`src/rtl/vend_pkg.sv`:
```
`default_nettype none
// +------------------------------------------------------------------+
// | vend_pkg                                                         |
// | Shared state, status and opcode encodings for the vend block.    |
// | Revision: 1.0                                                    |
// +------------------------------------------------------------------+
package vend_pkg;

  typedef enum logic [1:0] {
    ST_IDLE  = 2'd0,
    ST_READ  = 2'd1,
    ST_CHECK = 2'd2
  } vend_state_e;

  typedef enum logic [1:0] {
    STAT_OK           = 2'd0,
    STAT_SOLD_OUT     = 2'd1,
    STAT_INSUFFICIENT = 2'd2,
    STAT_BAD_ID       = 2'd3
  } vend_status_e;

  typedef enum logic {
    OP_BUY  = 1'b0,
    OP_RSTK = 1'b1
  } vend_op_e;

  localparam logic [7:0] c_COUNT_MAX = 8'hFF;

  // Add a restock quantity to a stock count, clamping at the counter ceiling.
  function automatic logic [7:0] sat_count_add(input logic [7:0] count, input logic [7:0] qty);
    logic [8:0] sum;
    sum = {1'b0, count} + {1'b0, qty};
    return sum[8] ? c_COUNT_MAX : sum[7:0];
  endfunction

endpackage
`default_nettype wire

```
`src/rtl/vend_txn_ctrl.sv`:
```
`default_nettype none
// +------------------------------------------------------------------+
// | vend_txn_ctrl                                                    |
// | Purchase/restock transaction controller for an external store.  |
// | Revision: 1.0                                                    |
// +------------------------------------------------------------------+
module vend_txn_ctrl
  import vend_pkg::*;
#(
  parameter int MAX_ITEMS = 1024,
  parameter int AW        = $clog2(MAX_ITEMS)
) (
  input  logic          clk,
  input  logic          rst_n,
  input  logic          buy_valid,
  output logic          buy_ready,
  input  logic [AW-1:0] buy_item,
  input  logic [15:0]   buy_paid,
  input  logic          rstk_valid,
  output logic          rstk_ready,
  input  logic [AW-1:0] rstk_item,
  input  logic [15:0]   rstk_price,
  input  logic [7:0]    rstk_qty,
  output logic          resp_valid,
  output logic [1:0]    resp_status,
  output logic [15:0]   resp_change,
  output logic          dispense,
  output logic [AW-1:0] read_addr,
  input  logic [15:0]   rd_item_price,
  input  logic [7:0]    rd_avail_count,
  output logic          write_en,
  output logic [AW-1:0] waddr,
  output logic [15:0]   item_price,
  output logic [7:0]    avail_count
);

  vend_state_e  r_state;
  vend_state_e  w_state_nxt;
  vend_op_e     r_op;
  logic [AW-1:0] r_item;
  logic [15:0]  r_paid;
  logic [15:0]  r_price;
  logic [7:0]   r_qty;

  logic         w_accept;
  logic         w_accept_rstk;
  logic         w_rsp_valid;
  vend_status_e w_status;
  logic [15:0]  w_change;
  logic         w_dispense;
  logic         w_wr;
  logic [15:0]  w_wr_price;
  logic [7:0]   w_wr_count;
  logic         w_bad_id;

  // With a power-of-two slot count every address is a valid slot.
  generate
    if (MAX_ITEMS < (1 << AW)) begin : g_bad_id_cmp
      assign w_bad_id = (int'(r_item) >= MAX_ITEMS);
    end else begin : g_bad_id_none
      assign w_bad_id = 1'b0;
    end
  endgenerate

  always_ff @(posedge clk or negedge rst_n) begin
    if (!rst_n) begin
      r_state <= ST_IDLE;
    end else begin
      r_state <= w_state_nxt;
    end
  end

  always_comb begin
    w_state_nxt   = r_state;
    buy_ready     = 1'b0;
    rstk_ready    = 1'b0;
    w_accept      = 1'b0;
    w_accept_rstk = 1'b0;
    w_rsp_valid   = 1'b0;
    w_status      = STAT_OK;
    w_change      = 16'd0;
    w_dispense    = 1'b0;
    w_wr          = 1'b0;
    w_wr_price    = 16'd0;
    w_wr_count    = 8'd0;
    case (r_state)
      ST_IDLE: begin
        rstk_ready = 1'b1;
        buy_ready  = ~rstk_valid;
        if (rstk_valid) begin
          w_accept      = 1'b1;
          w_accept_rstk = 1'b1;
          w_state_nxt   = ST_READ;
        end else if (buy_valid) begin
          w_accept    = 1'b1;
          w_state_nxt = ST_READ;
        end
      end
      ST_READ: begin
        w_state_nxt = ST_CHECK;
      end
      ST_CHECK: begin
        w_state_nxt = ST_IDLE;
        w_rsp_valid = 1'b1;
        if (w_bad_id) begin
          w_status = STAT_BAD_ID;
        end else if (r_op == OP_RSTK) begin
          w_wr       = 1'b1;
          w_wr_price = r_price;
          w_wr_count = sat_count_add(rd_avail_count, r_qty);
        end else if (rd_avail_count == 8'd0) begin
          w_status = STAT_SOLD_OUT;
        end else if (r_paid < rd_item_price) begin
          w_status = STAT_INSUFFICIENT;
        end else begin
          w_change   = r_paid - rd_item_price;
          w_dispense = 1'b1;
          w_wr       = 1'b1;
          w_wr_price = rd_item_price;
          w_wr_count = rd_avail_count - 8'd1;
        end
      end
      default: begin
        w_state_nxt = ST_IDLE;
      end
    endcase
  end

  always_ff @(posedge clk or negedge rst_n) begin
    if (!rst_n) begin
      r_op      <= OP_BUY;
      r_item    <= '0;
      r_paid    <= 16'd0;
      r_price   <= 16'd0;
      r_qty     <= 8'd0;
      read_addr <= '0;
    end else if (w_accept) begin
      r_op      <= w_accept_rstk ? OP_RSTK : OP_BUY;
      r_item    <= w_accept_rstk ? rstk_item : buy_item;
      r_paid    <= buy_paid;
      r_price   <= rstk_price;
      r_qty     <= rstk_qty;
      read_addr <= w_accept_rstk ? rstk_item : buy_item;
    end
  end

  always_ff @(posedge clk or negedge rst_n) begin
    if (!rst_n) begin
      resp_valid  <= 1'b0;
      resp_status <= 2'd0;
      resp_change <= 16'd0;
      dispense    <= 1'b0;
      write_en    <= 1'b0;
      waddr       <= '0;
      item_price  <= 16'd0;
      avail_count <= 8'd0;
    end else begin
      resp_valid  <= w_rsp_valid;
      resp_status <= w_status;
      resp_change <= w_change;
      dispense    <= w_dispense;
      write_en    <= w_wr;
      if (w_wr) begin
        waddr       <= r_item;
        item_price  <= w_wr_price;
        avail_count <= w_wr_count;
      end
    end
  end

endmodule
`default_nettype wire

```
`config.mk`:
```
export PLATFORM = sky130hd
export DESIGN_NAME = vend_txn_ctrl
export DESIGN_NICKNAME = d
export VERILOG_FILES = /design/src/rtl/vend_pkg.sv /design/src/rtl/vend_txn_ctrl.sv
export SDC_FILE = /design/constraint.sdc
export NUM_CORES = 1
export LEC_CHECK = 0
export CAP_MARGIN = 20
export CORE_MARGIN = 5
export CORE_UTILIZATION = 50
export CTS_CLUSTER_DIAMETER = 80
export DETAILED_ROUTE_END_ITERATION = 10
export DONT_BUFFER_PORTS = 1
export SLEW_MARGIN = 30
export SYNTH_ARGS = -nofsm -noshare
export SYNTH_HDL_FRONTEND = slang
export SYNTH_SLANG_ARGS = --single-unit
```
`constraint.sdc`:
```
create_clock -name clk -period 3.2 [get_ports clk]
set_input_delay 0.48 -clock clk [delete_from_list [all_inputs] [get_ports clk]]
set_output_delay 0.48 -clock clk [all_outputs]
set_load 0.01 [all_outputs]
```
==> results.tsv, run 1 <==
stage	metric	value	unit
global_route	grt_pass1_wl	20.2	mm
route	wl_per_cell	19.7	um
synthesis	yosys_warnings	0	
critical_path	endpoint_kind	flip-flop	
critical_path	reg2reg_to	item_price[5]$_DFFE_PN0P_	
place	hpwl	9.29	mm
synthesis	yosysSeqAreaShare	50.7	%
timing	fin_tns_setup	0	ns
floorplanning	rows	37	
critical_path	arrival	3.11	ns
power_and_ir_drop	peakVddDrop	0.426	mV
layout	final-seq-area	2700	um^2
floorplanning	initial_utilization	51.4	%
synthesis	ys_seq_elements	108	
route	drt-total-wl	12.3	mm
layout	antenna_cells	0	
critical_path	cp-start-kind	flip-flop	
critical_path	critPathKind	flip-flop to flip-flop	
timing	fin_crit_sh	89.4	%
timing	hold_viol	0	
power_and_ir_drop	leakagePower	2.62	nW
route	dr.pass1.iters	4	
clock_network	ctsHoldBuffers	1	
power_and_ir_drop	pwr_density_cell	1030	nW/um^2
global_route	grt_max_degree	109	
run_status	status	finished clean	
clock_network	cts_max_level	3	
timing	max_freq	349	MHz
synthesis	synth_edf_count	0	
clock_network	ctsResizeCount	0	
global_route	grt_pass1_vias	4005	
floorplanning	pin_count	155	
timing	layout_setup_ws	0.338	ns
layout	fillCellCount	936	
critical_path	cp_top_family	simple AND/OR/NAND/NOR gates	
timing	drv_slew	0	
route	dr_total_vias	3647	
floorplanning	core	10400	um^2
global_route	antenna_found_initial	2	
place	place_ws	0.211	ns
floorplanning	die_x	113	um
synthesis	synth_nets	595	
synthesis	synth_cells	479	
flow_run	drv_cap	0	
global_route	track_usage	19.7	%
critical_path	reg2reg_depth	11	
route	vias_per_cell	5.86	
layout	nets	597	
critical_path	cp.buffers_inverters	2	
critical_path	worst_ep_required_time	3.45	ns
floorplanning	dieArea	12800	um^2
place	gp_congestion	0.899	
timing	relSlewSlack	64.9	%
synthesis	syn_area	5330	um^2
hold_path	hp-class	input port to async pin	
clock_network	numCtsBuffers	9	
timing	fin_crit	2.86	ns
synthesis	ys_types	50	
layout	drive_above_1_share	17.3	%
clock_network	clk_latency	0.36	ns
synthesis	syn_avg_cell_area	11.1	um^2
critical_path	slowest_delay	0.54	ns
timing	finalSetupViolCount	0	
clock_network	cts_tree	yes	
layout	fin_cells	622	
clock_network	cts.reportedPaths.clkPinSlew	0.10	ns
global_route	grt-ovfl-total	0	
route	first_iter_violations	178	
clock_network	cts_root_buf	clkbuf_8	
clock_network	clkSinkCount	108	
layout	area.growth.synth_to_final	7.30	%
route	ant_nets	0	
place	portBuffers	0	
critical_path	slowest_stage	or4_1	
route	drc_errors	0	
critical_path	crit_fanout	24	
clock_network	cts_buffer_depth	2	
layout	multi_input_area	2360	um^2
place	dp.cells	605	
clock_network	postCtsSetupBuffers	0	
floorplanning	die_h	113	um
synthesis	synth_flop_cell	dfrtp_1	
power_and_ir_drop	power.total	0.00592	W
timing	rsz0062_at_grt	no	
critical_path	crit_chain	inv_1 > ha_1 > fa_1 > nand2b_1 > a21o_1 > a211oi_2 > nor3_2 > or4_1 > buf_4 > o22ai_1 > a21oi_1	
critical_path	rrSetupSlack	0.34	ns
critical_path	r2r_start	r_paid[0]$_DFFE_PN0P_	
timing	finalClockSkew	0.0124	ns
synthesis	async_reset_ff_share	100	%
timing	worst_pin_slew	0.527	ns
[worst reg2reg max path, cell delays in order (launching register included)]
cell      delay [ns]
dfrtp_1         0.33
inv_1           0.06
ha_1            0.19
fa_1            0.40
nand2b_1        0.18
a21o_1          0.20
a211oi_2        0.22
nor3_2          0.09
or4_1           0.54
buf_4           0.27
o22ai_1         0.21
a21oi_1         0.07
[kinds of logic (layout without fill, tap and decap cells)]
group / count (synthesis) / count (layout) / synth area share [%]
XOR/XNOR: 21 / 21 / 3.45
buffers and inverters: 67 / 74 / 5.04
multiplexers: 49 / 49 / 10.3
AND/OR/NAND/NOR: 75 / 75 / 7.02
adder cells (fa/ha/maj): 28 / 28 / 6.85
AO/OA/AOI/OAI: 131 / 131 / 16.6
flip-flops: 108 / 108 / 50.7
[worst max path at each step]
stage                                startpoint  cells after the start                   endpoint  slack, ns
after floorplan                rd_item_price[0]                     11  item_price[5]$_DFFE_PN0P_       0.49
after global placement         rd_item_price[0]                     10  item_price[8]$_DFFE_PN0P_       0.33
after detailed placement       rd_item_price[0]                     10  item_price[5]$_DFFE_PN0P_       0.21
after CTS                 r_paid[0]$_DFFE_PN0P_                     11  item_price[5]$_DFFE_PN0P_       0.32
after global routing      r_paid[0]$_DFFE_PN0P_                     11  item_price[5]$_DFFE_PN0P_       0.23
final                     r_paid[0]$_DFFE_PN0P_                     11  item_price[5]$_DFFE_PN0P_       0.34
[cell usage after synthesis (3+ instances only)]
cell | n | area share [%]
o21ai_0 | 13 | 1.2
nor3_1 | 6 | 0.56
nor2b_1 | 3 | 0.35
nor4_1 | 3 | 0.35
xnor2_1 | 10 | 1.6
dfrtp_1 | 108 | 51
xor2_1 | 11 | 1.8
clkbuf_1 | 11 | 0.77
o22ai_2 | 7 | 1.6
inv_1 | 47 | 3.3
o21a_1 | 4 | 0.56
mux2_1 | 4 | 0.84
nand2b_1 | 7 | 0.82
mux2_2 | 45 | 9.5
nor2_1 | 27 | 1.9
nand3_1 | 3 | 0.28
o21bai_1 | 3 | 0.42
o22ai_1 | 29 | 3.4
nand2_1 | 14 | 0.99
a222oi_1 | 7 | 1.3
a21oi_1 | 43 | 4.0
ha_1 | 26 | 6.1
a21o_1 | 9 | 1.3
[cells in the final DEF, fill, tap and decap left out, types with 4 or more instances in the layout]
master and instances:
mux2_2 45, o21ai_0 13, dfrtp_1 108, buf_4 7, nor2_1 27, o22ai_1 29, a222oi_1 7, inv_1 47
clkbuf_8 11, a21o_1 9, xnor2_1 10, nand2b_1 7, nor3_1 6, a21oi_1 43, xor2_1 11, mux2_1 4
nand2_1 14, o22ai_2 7, ha_1 26
[state kept, by name, summed over array words and instances (netlist names), 2 cells and up]
register,cells
resp_change,16
r_paid,16
avail_count,8
item_price,16
waddr,10
r_qty,8
r_price,16
resp_status,2
r_state,2
r_item,10
[final cells by class]
cell class	instances	area share [%]
Tap cell	136	2.97
Multi-Input combinational cell	304	41.3
Clock buffer	11	2.65
Inverter	50	3.28
Clock inverter	5	1.18
Sequential cell	108	47.2
Timing Repair Buffer	8	1.40
[per-stage QoR]
| stage | hold WS [ns] | util, % | cell area (um^2) |
|---|---|---|---|
| after floorplan | 0.184 | - | 5330 |
| after global placement | 0.187 | 52.8 | 5480 |
| after detailed placement | 0.187 | 52.8 | 5480 |
| after CTS | 0.0556 | 55.2 | 5720 |
| after global routing | 0.0630 | 55.2 | 5720 |
| final | 0.0399 | 55.2 | 5720 |
[routing by layer]
| layer | routed length, um | up-vias | global-route usage (%) |
|---|---|---|---|
| met1 | 5290 | 1792 | 25.2 |
| met4 | 132 | 4 | 4.33 |
| met2 | 5670 | 133 | 31.4 |
| met5 | 21 | - | 0 |
| li1 | - | 1705 | - |
| met3 | 1170 | 13 | 8.07 |
[power breakdown]
part | switching [W] | internal, W
clock | 0.000477 | 0.000416
combinational | 0.00130 | 0.00120
sequential | 0.000571 | 0.00196
(Power assumes the default switching activity.)
==> run 2: changes to the inputs <==
SLEW_MARGIN = 15   (was 30)
==> results of run 2 <==
The final DEF is identical to that of run 1; final timing and power are the same.
